===== src/rtl/bmp_slice_streamer.sv =====
// Holds one NSLICE x SLICE_W bitmap and streams it out on column, bottom-row and top-row valid/ready channels.
// Optional BMP_SKIP_BLANK_EN: row streams skip all-zero cross-sections using a mask captured at load.
module bmp_slice_streamer #(
    parameter int NSLICE  = 24,
    parameter int SLICE_W = 64,
    parameter int IW      = $clog2(SLICE_W > NSLICE ? SLICE_W : NSLICE)
) (
    input  logic                      clk,
    input  logic                      rst_n,
    input  logic                      load,
    input  logic [NSLICE*SLICE_W-1:0] load_data,
    output logic                      alu_start,
    output logic [SLICE_W-1:0]        col_data,
    output logic [IW-1:0]             col_idx,
    output logic                      col_valid,
    output logic                      col_last,
    input  logic                      col_ready,
    output logic [NSLICE-1:0]         bot_data,
    output logic [IW-1:0]             bot_idx,
    output logic                      bot_valid,
    output logic                      bot_last,
    input  logic                      bot_ready,
    output logic [NSLICE-1:0]         top_data,
    output logic [IW-1:0]             top_idx,
    output logic                      top_valid,
    output logic                      top_last,
    input  logic                      top_ready,
    output logic                      all_done
);
    localparam int              BW      = NSLICE * SLICE_W;
    localparam logic [IW-1:0]   COL_END = IW'(NSLICE - 1);
    localparam logic [IW-1:0]   ROW_END = IW'(SLICE_W - 1);

    typedef enum logic [1:0] {S_IDLE, S_STREAM, S_DONE} state_t;

    state_t r_col_st, r_bot_st, r_top_st;
    state_t w_col_st_nxt, w_bot_st_nxt, w_top_st_nxt;

    logic [BW-1:0]      r_bmp;
    logic [SLICE_W-1:0] r_col_dat;
    logic [NSLICE-1:0]  r_bot_dat, r_top_dat;
    logic [IW-1:0]      r_col_idx, r_bot_idx, r_top_idx;
    logic               r_alu_start;

    logic [IW-1:0]      w_bot_first, w_top_first, w_bot_next, w_top_next;
    logic               w_bot_more, w_top_more, w_row_any;
    logic               w_col_xfer, w_bot_xfer, w_top_xfer;

    function automatic logic [SLICE_W-1:0] get_slice(input logic [BW-1:0] bmp, input logic [IW-1:0] s);
        return bmp[int'(s)*SLICE_W +: SLICE_W];
    endfunction

    function automatic logic [NSLICE-1:0] get_row(input logic [BW-1:0] bmp, input logic [IW-1:0] b);
        logic [NSLICE-1:0] r;
        r = '0;
        for (int s = 0; s < NSLICE; s++) r[s] = bmp[s*SLICE_W + int'(b)];
        return r;
    endfunction

`ifdef BMP_SKIP_BLANK_EN
    logic [SLICE_W-1:0] r_mask, w_mask_new;
    logic               w_bot_found, w_top_found;

    // {found, index} of the lowest set bit at or above 'from'
    function automatic logic [IW:0] find_up(input logic [SLICE_W-1:0] m, input int from);
        logic [IW:0] r;
        r = '0;
        for (int i = SLICE_W - 1; i >= 0; i--)
            if (i >= from && m[i]) r = {1'b1, IW'(i)};
        return r;
    endfunction

    function automatic logic [IW:0] find_down(input logic [SLICE_W-1:0] m, input int from);
        logic [IW:0] r;
        r = '0;
        for (int i = 0; i < SLICE_W; i++)
            if (i <= from && m[i]) r = {1'b1, IW'(i)};
        return r;
    endfunction

    always_comb begin
        w_mask_new = '0;
        for (int s = 0; s < NSLICE; s++) w_mask_new = w_mask_new | load_data[s*SLICE_W +: SLICE_W];
    end

    assign {w_bot_found, w_bot_first} = find_up(w_mask_new, 0);
    assign {w_top_found, w_top_first} = find_down(w_mask_new, SLICE_W - 1);
    assign {w_bot_more, w_bot_next}   = find_up(r_mask, int'(r_bot_idx) + 1);
    assign {w_top_more, w_top_next}   = find_down(r_mask, int'(r_top_idx) - 1);
    assign w_row_any = w_bot_found & w_top_found;

    always_ff @(posedge clk or negedge rst_n) begin
        if (!rst_n)    r_mask <= '0;
        else if (load) r_mask <= w_mask_new;
    end
`else
    assign w_bot_first = '0;
    assign w_top_first = ROW_END;
    assign w_bot_next  = r_bot_idx + 1'b1;
    assign w_top_next  = r_top_idx - 1'b1;
    assign w_bot_more  = (r_bot_idx != ROW_END);
    assign w_top_more  = (r_top_idx != '0);
    assign w_row_any   = 1'b1;
`endif

    always_ff @(posedge clk or negedge rst_n) begin
        if (!rst_n) begin
            r_col_st <= S_IDLE;
            r_bot_st <= S_IDLE;
            r_top_st <= S_IDLE;
        end else begin
            r_col_st <= w_col_st_nxt;
            r_bot_st <= w_bot_st_nxt;
            r_top_st <= w_top_st_nxt;
        end
    end

    always_comb begin
        w_col_st_nxt = r_col_st;
        w_bot_st_nxt = r_bot_st;
        w_top_st_nxt = r_top_st;
        col_valid    = (r_col_st == S_STREAM);
        bot_valid    = (r_bot_st == S_STREAM);
        top_valid    = (r_top_st == S_STREAM);
        col_last     = col_valid && (r_col_idx == COL_END);
        bot_last     = bot_valid && !w_bot_more;
        top_last     = top_valid && !w_top_more;
        w_col_xfer   = col_valid && col_ready;
        w_bot_xfer   = bot_valid && bot_ready;
        w_top_xfer   = top_valid && top_ready;
        all_done     = (r_col_st == S_DONE) && (r_bot_st == S_DONE) && (r_top_st == S_DONE);
        // load outranks any handshake in the same cycle
        if (load) begin
            w_col_st_nxt = S_STREAM;
            w_bot_st_nxt = w_row_any ? S_STREAM : S_DONE;
            w_top_st_nxt = w_row_any ? S_STREAM : S_DONE;
        end else begin
            if (w_col_xfer && col_last) w_col_st_nxt = S_DONE;
            if (w_bot_xfer && bot_last) w_bot_st_nxt = S_DONE;
            if (w_top_xfer && top_last) w_top_st_nxt = S_DONE;
        end
    end

    always_ff @(posedge clk or negedge rst_n) begin
        if (!rst_n) begin
            r_bmp       <= '0;
            r_alu_start <= 1'b0;
            r_col_idx   <= '0;
            r_bot_idx   <= '0;
            r_top_idx   <= ROW_END;
            r_col_dat   <= '0;
            r_bot_dat   <= '0;
            r_top_dat   <= '0;
        end else begin
            r_alu_start <= load;
            if (load) begin
                r_bmp     <= load_data;
                r_col_idx <= '0;
                r_col_dat <= get_slice(load_data, '0);
                r_bot_idx <= w_bot_first;
                r_bot_dat <= get_row(load_data, w_bot_first);
                r_top_idx <= w_top_first;
                r_top_dat <= get_row(load_data, w_top_first);
            end else begin
                if (w_col_xfer && !col_last) begin
                    r_col_idx <= r_col_idx + 1'b1;
                    r_col_dat <= get_slice(r_bmp, r_col_idx + 1'b1);
                end
                if (w_bot_xfer && !bot_last) begin
                    r_bot_idx <= w_bot_next;
                    r_bot_dat <= get_row(r_bmp, w_bot_next);
                end
                if (w_top_xfer && !top_last) begin
                    r_top_idx <= w_top_next;
                    r_top_dat <= get_row(r_bmp, w_top_next);
                end
            end
        end
    end

    assign alu_start = r_alu_start;
    assign col_data  = r_col_dat;
    assign col_idx   = r_col_idx;
    assign bot_data  = r_bot_dat;
    assign bot_idx   = r_bot_idx;
    assign top_data  = r_top_dat;
    assign top_idx   = r_top_idx;

endmodule


===== config.mk =====
export PLATFORM = sky130hd
export DESIGN_NAME = bmp_slice_streamer
export DESIGN_NICKNAME = d
export VERILOG_FILES = /design/src/rtl/bmp_slice_streamer.sv
export SDC_FILE = /design/constraint.sdc
export NUM_CORES = 2
export LEC_CHECK = 0
export CORE_AREA = 2 2 646 648
export CTS_CLUSTER_SIZE = 20
export DETAILED_ROUTE_END_ITERATION = 12
export DIE_AREA = 0 0 648 650
export MAX_ROUTING_LAYER = met4
export SYNTH_ARGS = -nofsm -noshare
export SYNTH_HDL_FRONTEND = slang
export SYNTH_SLANG_ARGS = --single-unit

===== constraint.sdc =====
create_clock -name clk -period 4.41 [get_ports clk]
set_clock_uncertainty 0.05 [all_clocks]
set_input_delay 0.441 -clock clk [delete_from_list [all_inputs] [get_ports clk]]
set_output_delay 0.441 -clock clk [all_outputs]
set_load 0.005 [all_outputs]

* Word level (Yosys, flattened, before mapping) *
Cells that the tools add are included.

word-level totals
  register bits after elaboration = 1673
  input port bits = 1542
  output and inout bits = 138
  logic and storage cells = 303

cells by class
  add/subtract/negate cells = 49
  $lt $le $gt $ge = 48
  eq/ne operators = 8
  shift-type cells = 1
  mux-type cells = 160
  reduce and logical (&&, ||, !) cells = 26

operators by type and width
  cell                                                   count
  variable part select 1536 x 13 -> 64 bit               1
  < comparator 32 x 13 -> 1 bit (second input constant)  30
  binary-select mux 1 bit (select 11 bit)                46
  adder 11 x 6 -> 12 bit (first input constant)          16
  adder 10 x 6 -> 11 bit (first input constant)          16
  two-way mux 64 bit                                     2
  < comparator 11 x 12 -> 1 bit (second input constant)  8
  two-way mux 24 bit                                     4
  two-way mux 1 bit                                      94
  adder 9 x 6 -> 10 bit (first input constant)           8
  < comparator 10 x 12 -> 1 bit (second input constant)  4
  adder 8 x 6 -> 9 bit (first input constant)            4
  two-way mux 6 bit                                      6
  < comparator 6 x 12 -> 1 bit (second input constant)   2
  < comparator 9 x 12 -> 1 bit (second input constant)   2
  adder 7 x 6 -> 8 bit (first input constant)            2
  logical AND 1 bit                                      14
  adder 6 x 1 -> 6 bit (second input constant)           2
  binary-select mux 1 bit (select 6 bit)                 2
  < comparator 12 bit (second input constant)            1
  < comparator 8 x 12 -> 1 bit (second input constant)   1
  two-way mux 2 bit                                      6
  nonzero test 2 bit                                     6
  == test 2 x 1 -> 1 bit (second input constant)         3
  other kinds (6)                                        12

* Longest topological paths before layout *
  depth in word-level cells = 7
  gate-level depth with buffers = 16
  gate-level depth less buffers = 8

* Least setup slack after synthesis *
Ideal clock, no wire load.

  path type = register to register
  start = register r_top_idx[0] (netlist: top_idx[0])
  end = register r_top_dat[0] (netlist: top_data[0])
  setup time = 0.133 ns
  data arrival time = 3.712 ns
  data required time = 4.227 ns
  slack = 0.515 ns
  cell stages (with the launch flop) = 16
  buffers on the path = 9
  period minus slack after synthesis = 3.895 ns
  cells stage by stage = dfstp_2 > buf_2 > buf_6 > buf_6 > buf_4 > buf_2 > inv_1 > ha_1 > buf_2 > clkbuf_1 > buf_2 > clkbuf_1 > mux4_2 > a211o_1 > a222oi_1 > a31oi_1

on the way
  cells in the longest elaborated chain, start to end = 6
  elaborated cells between the ends (all ways) = 11
  classes of those cells = 1 x add/sub; 4 x mux; 6 x reduce/logical

RTL lines
  item                                                               RTL line  source
  start: declaration                                                 42        logic [IW-1:0] r_col_idx, r_bot_idx, r_top_idx;
  start signal: assignment                                           162       r_top_idx <= w_top_first;
  start signal: assignment                                           174       r_top_idx <= w_top_next;
  branches (longest 6 deep; another with subtractor 6 x 1 -> 6 bit)  --
  end signal: assignment                                             163       r_top_dat <= get_row(load_data, w_top_first);
  end signal: assignment                                             175       r_top_dat <= get_row(r_bmp, w_top_next);
  end: declaration                                                   41        logic [NSLICE-1:0] r_bot_dat, r_top_dat;

Several ways; the timed one is not identified. The select of a mux whose other input is x is not followed.
A chain may end at the register's enable or synchronous reset.

* Worst setup path in the final report *
  start = register r_top_idx[0] (netlist: top_idx[0])
  end = register r_top_dat[4] (netlist: top_data[4])

on the way
  cells in the longest elaborated chain, start to end = 7
  elaborated cells between the ends (all ways) = 13
  classes of those cells = 2 x add/sub; 5 x mux; 6 x reduce/logical

RTL lines
  item                                                  RTL line  source
  subtractor 6 x 1 -> 6 bit                             100       assign w_top_next = r_top_idx - 1'b1;
  adder 9 x 6 -> 10 bit                                 56        for (int s = 0; s < NSLICE; s++) r[s] = bmp[s*SLICE_W + int'(b)];
  binary-select mux 1 bit (select 11 bit)               56
  two-way mux 1 bit (not written as such) (2 in a row)  56
  two-way mux 24 bit                                    173       if (w_top_xfer && !top_last) begin
  two-way mux 24 bit                                    156       if (load) begin

Parallel ways exist; a longest one is shown, timed or not. The select of a mux whose other input is x is not followed.

==> impl_metrics.yaml <==
outcome:
  status: "finished, final reports clean"
global_route:
  globalRouteTotalUtil_pct: 29.0
  grt_pass1_wl_mm: 794
  grt_max_degree: 191
  overflow: 0
  antenna_found_initial: 399
  grt_pass1_vias: 80300
clock_network:
  post_cts_buffers: 0
  h-tree-depth: 4
  cts_sinks: 1673
  cts.clk_slew.worst_paths_ps: 60
  clock_latency_ps: 970
  cts_tree: "yes"
  cts_buffers: 210
  cts_max_path_buffers: 4
  root_buffer: "clkbuf_16"
sta:
  hold_viol_final: 0
  period_minus_slack_ps: 4220
  tns_ps: 0
  fmax_mhz: 237
  grt_setup_unrepaired: "no"
  drv_slew: 0
  setup_viol: 0
  fin_crit_sh_pct: 95.8
  worstMarginPinSlew_ps: 1230
  slew_headroom_pct: 17.7
floorplan:
  die_h_um: 650
  num_io_pins: 1680
  core_um2: 415000
  start_util_pct: 23.9
  design.die.area_um2: 421000
  num_rows: 237
  die_w_um: 648
detailed_routing:
  vias_per_cell: 5.59
  ant_nets: 0
  routed_wl_mm: 609
  drt_iter0_markers: 10700
  first_pass_iters: 8
  routedWlPerCell_um: 41.6
  drc: 0
  vias: 82000
final_layout:
  layout_common_cells: "clkdlybuf4s50_1 (1,677), dfrtp_1 (1,665), mux2_2 (1,512)"
  num-fill-cells: 41000
  regArea_um2: 41900
  area_delta_synth_final_pct: 35.5
  multi_input_comb_area_um2: 54300
  drive_gt1_share_pct: 38.0
  nNetsFinal: 10300
  layout_commonest_cell: "clkdlybuf4s50_1"
  layoutNonFillerInstCount: 14700
pwr:
  power_frac_seq_pct: 35.7
  swShare_pct: 33.5
  power_frac_comb_pct: 29.4
  peakVddDrop_uv: 322
  p_int_w: 0.0363
  powerDensity_nw_per_um2: 406
  pwr-share-clk_pct: 34.9
  cellLeakagePower_nw: 51.0
  p_switching_w: 0.0183
place:
  place.gp.congestion: 0.976
  placed_cells: 13800
  hpwl_mm: 495
  portBuffers: 1679
setup_path:
  cp.required_ps: 5180
  arrival_ps: 4990
  start_kind: "register"
  startpoint: "top_idx[0]"
  path_class: "reg2reg"
  path_max_fanout: 34
  r2r_start: "top_idx[0]"
  end_kind: "register"
yosys:
  syn_inst: 6950
  ys_ff_latch: 1673
  synth-edff-count: 0
  synth.avg_cell_area_um2: 14.3
  synthArstFlopShare_pct: 100
  seq_area_frac_synth_pct: 42.1
  syn_nets: 8496
  ys_types: 57
  syn_area_um2: 99300
  synth-main-ff-cell: "dfrtp_1"
  yosys_warnings: 0
min_path:
  min_from: "load_data[1389]"
  hold_path_class: "in2reg"
job:
  maxCapViolCount: 0
## kinds of logic (layout without fill, tap and decap cells)
family | Yosys count | after routing | share of synthesized area [%]
multiplexers | 2769 | 2769 | 44.9
flip-flops | 1673 | 1673 | 42.1
buffers and inverters | 864 | 2856 | 3.59
AO/OA/AOI/OAI | 809 | 809 | 5.62
AND/OR/NAND/NOR | 803 | 803 | 3.44
XOR/XNOR | 28 | 28 | 0.254
adder cells (fa/ha/maj) | 4 | 4 | 0.0504
other | 0 | 215 | 0
## synthesized netlist by cell type (48+ instances only)
cell / instances / area share (%)
a211o_1: 72 / 0.63
a21boi_0: 73 / 0.55
a21oi_1: 115 / 0.58
a22oi_1: 65 / 0.49
a31oi_1: 92 / 0.58
buf_2: 147 / 0.74
clkbuf_1: 440 / 1.7
dfrtp_1: 1667 / 42
inv_1: 217 / 0.82
mux2_2: 1512 / 17
mux2i_1: 59 / 0.59
mux4_2: 1198 / 27
nand2_1: 525 / 2.0
nand3_1: 157 / 0.79
nor2_1: 48 / 0.18
o21ai_0: 118 / 0.59
o22ai_1: 96 / 0.60
## what timing repair did
| action | 4_1_cts | 5_1_grt |
|---|---|---|
| gates resized for setup | 0 | 2 |
| hold buffers | 298 | 0 |
| setup endpoints to repair | 0 | 1 |
| hold endpoints to repair | 570 | 0 |
## critical path, cell delays in order (launching register included)
cell and delay [ps]:
dfstp_4 790, inv_1 140, ha_4 600, buf_12 310, buf_4 290, mux4_2 330
inv_1 60, o22ai_1 170, a211o_1 470, a222oi_1 650, a31oi_1 160
## layer usage
metal  global-route usage [%]  vias up  wire length, um
met3                     8.17     1245            59900
met1                     35.1    43700           232000
met5                        -        -                0
met4                     17.5        0            43600
met2                     42.8     5786           273000
li1                         -    31200                -
## power groups by stage
stage          registers, W  logic, W  clock network, W
2_1_floorplan        0.0181   0.00883                 0
3_3_place_gp         0.0196    0.0157                 0
3_5_place_dp         0.0196    0.0157                 0
4_1_cts              0.0193    0.0161            0.0194
5_1_grt              0.0195    0.0168            0.0200
6_report             0.0195    0.0161            0.0191
## flip-flops by register name, summed over array words and instances, names as in the netlist
name,count
top_data,24
col_idx,6
bot_data,24
bot_idx,6
alu_start,1
r_col_st,2
r_bot_st,2
col_data,64
top_idx,6
r_top_st,2
r_bmp,1536
## worst paths after layout
check	endpoint	slack, ps	depth (start not counted)
setup / recovery	top_data[4]	190	10
hold / removal	r_bmp[1389]	50	2
setup reg to reg	top_data[4]	190	10
hold reg to reg	col_data[47]	460	2
max in group asynchronous	r_bmp[1136]	2840	3
min in group asynchronous	r_bmp[852]	90	2
## metrics by stage
stage / worst slack, ps / util (%) / power (W) / hold WS (ps) / instance area, um^2
2_1_floorplan: 515 / - / 0.0270 / 95.4 / 99300
3_3_place_gp: 112 / 29.8 / 0.0353 / 428 / 124000
6_report: 186 / 32.5 / 0.0547 / 54.6 / 135000
4_1_cts: 34.8 / 32.3 / 0.0548 / 0.0677 / 134000
5_1_grt: 21.2 / 32.4 / 0.0564 / 26.3 / 135000
3_5_place_dp: 77.9 / 29.8 / 0.0353 / 429 / 124000
## layout make-up
type                            count  area share [%]
Antenna cell                      215           0.400
Clock inverter                    115            1.26
Clock buffer                      267            4.25
Timing Repair Buffer             2257            16.9
Tap cell                         5497            5.11
Inverter                          217           0.605
Sequential cell                  1673            31.1
Multi-Input combinational cell   4413            40.3
Note: power is estimated with default switching activity, not from simulation.
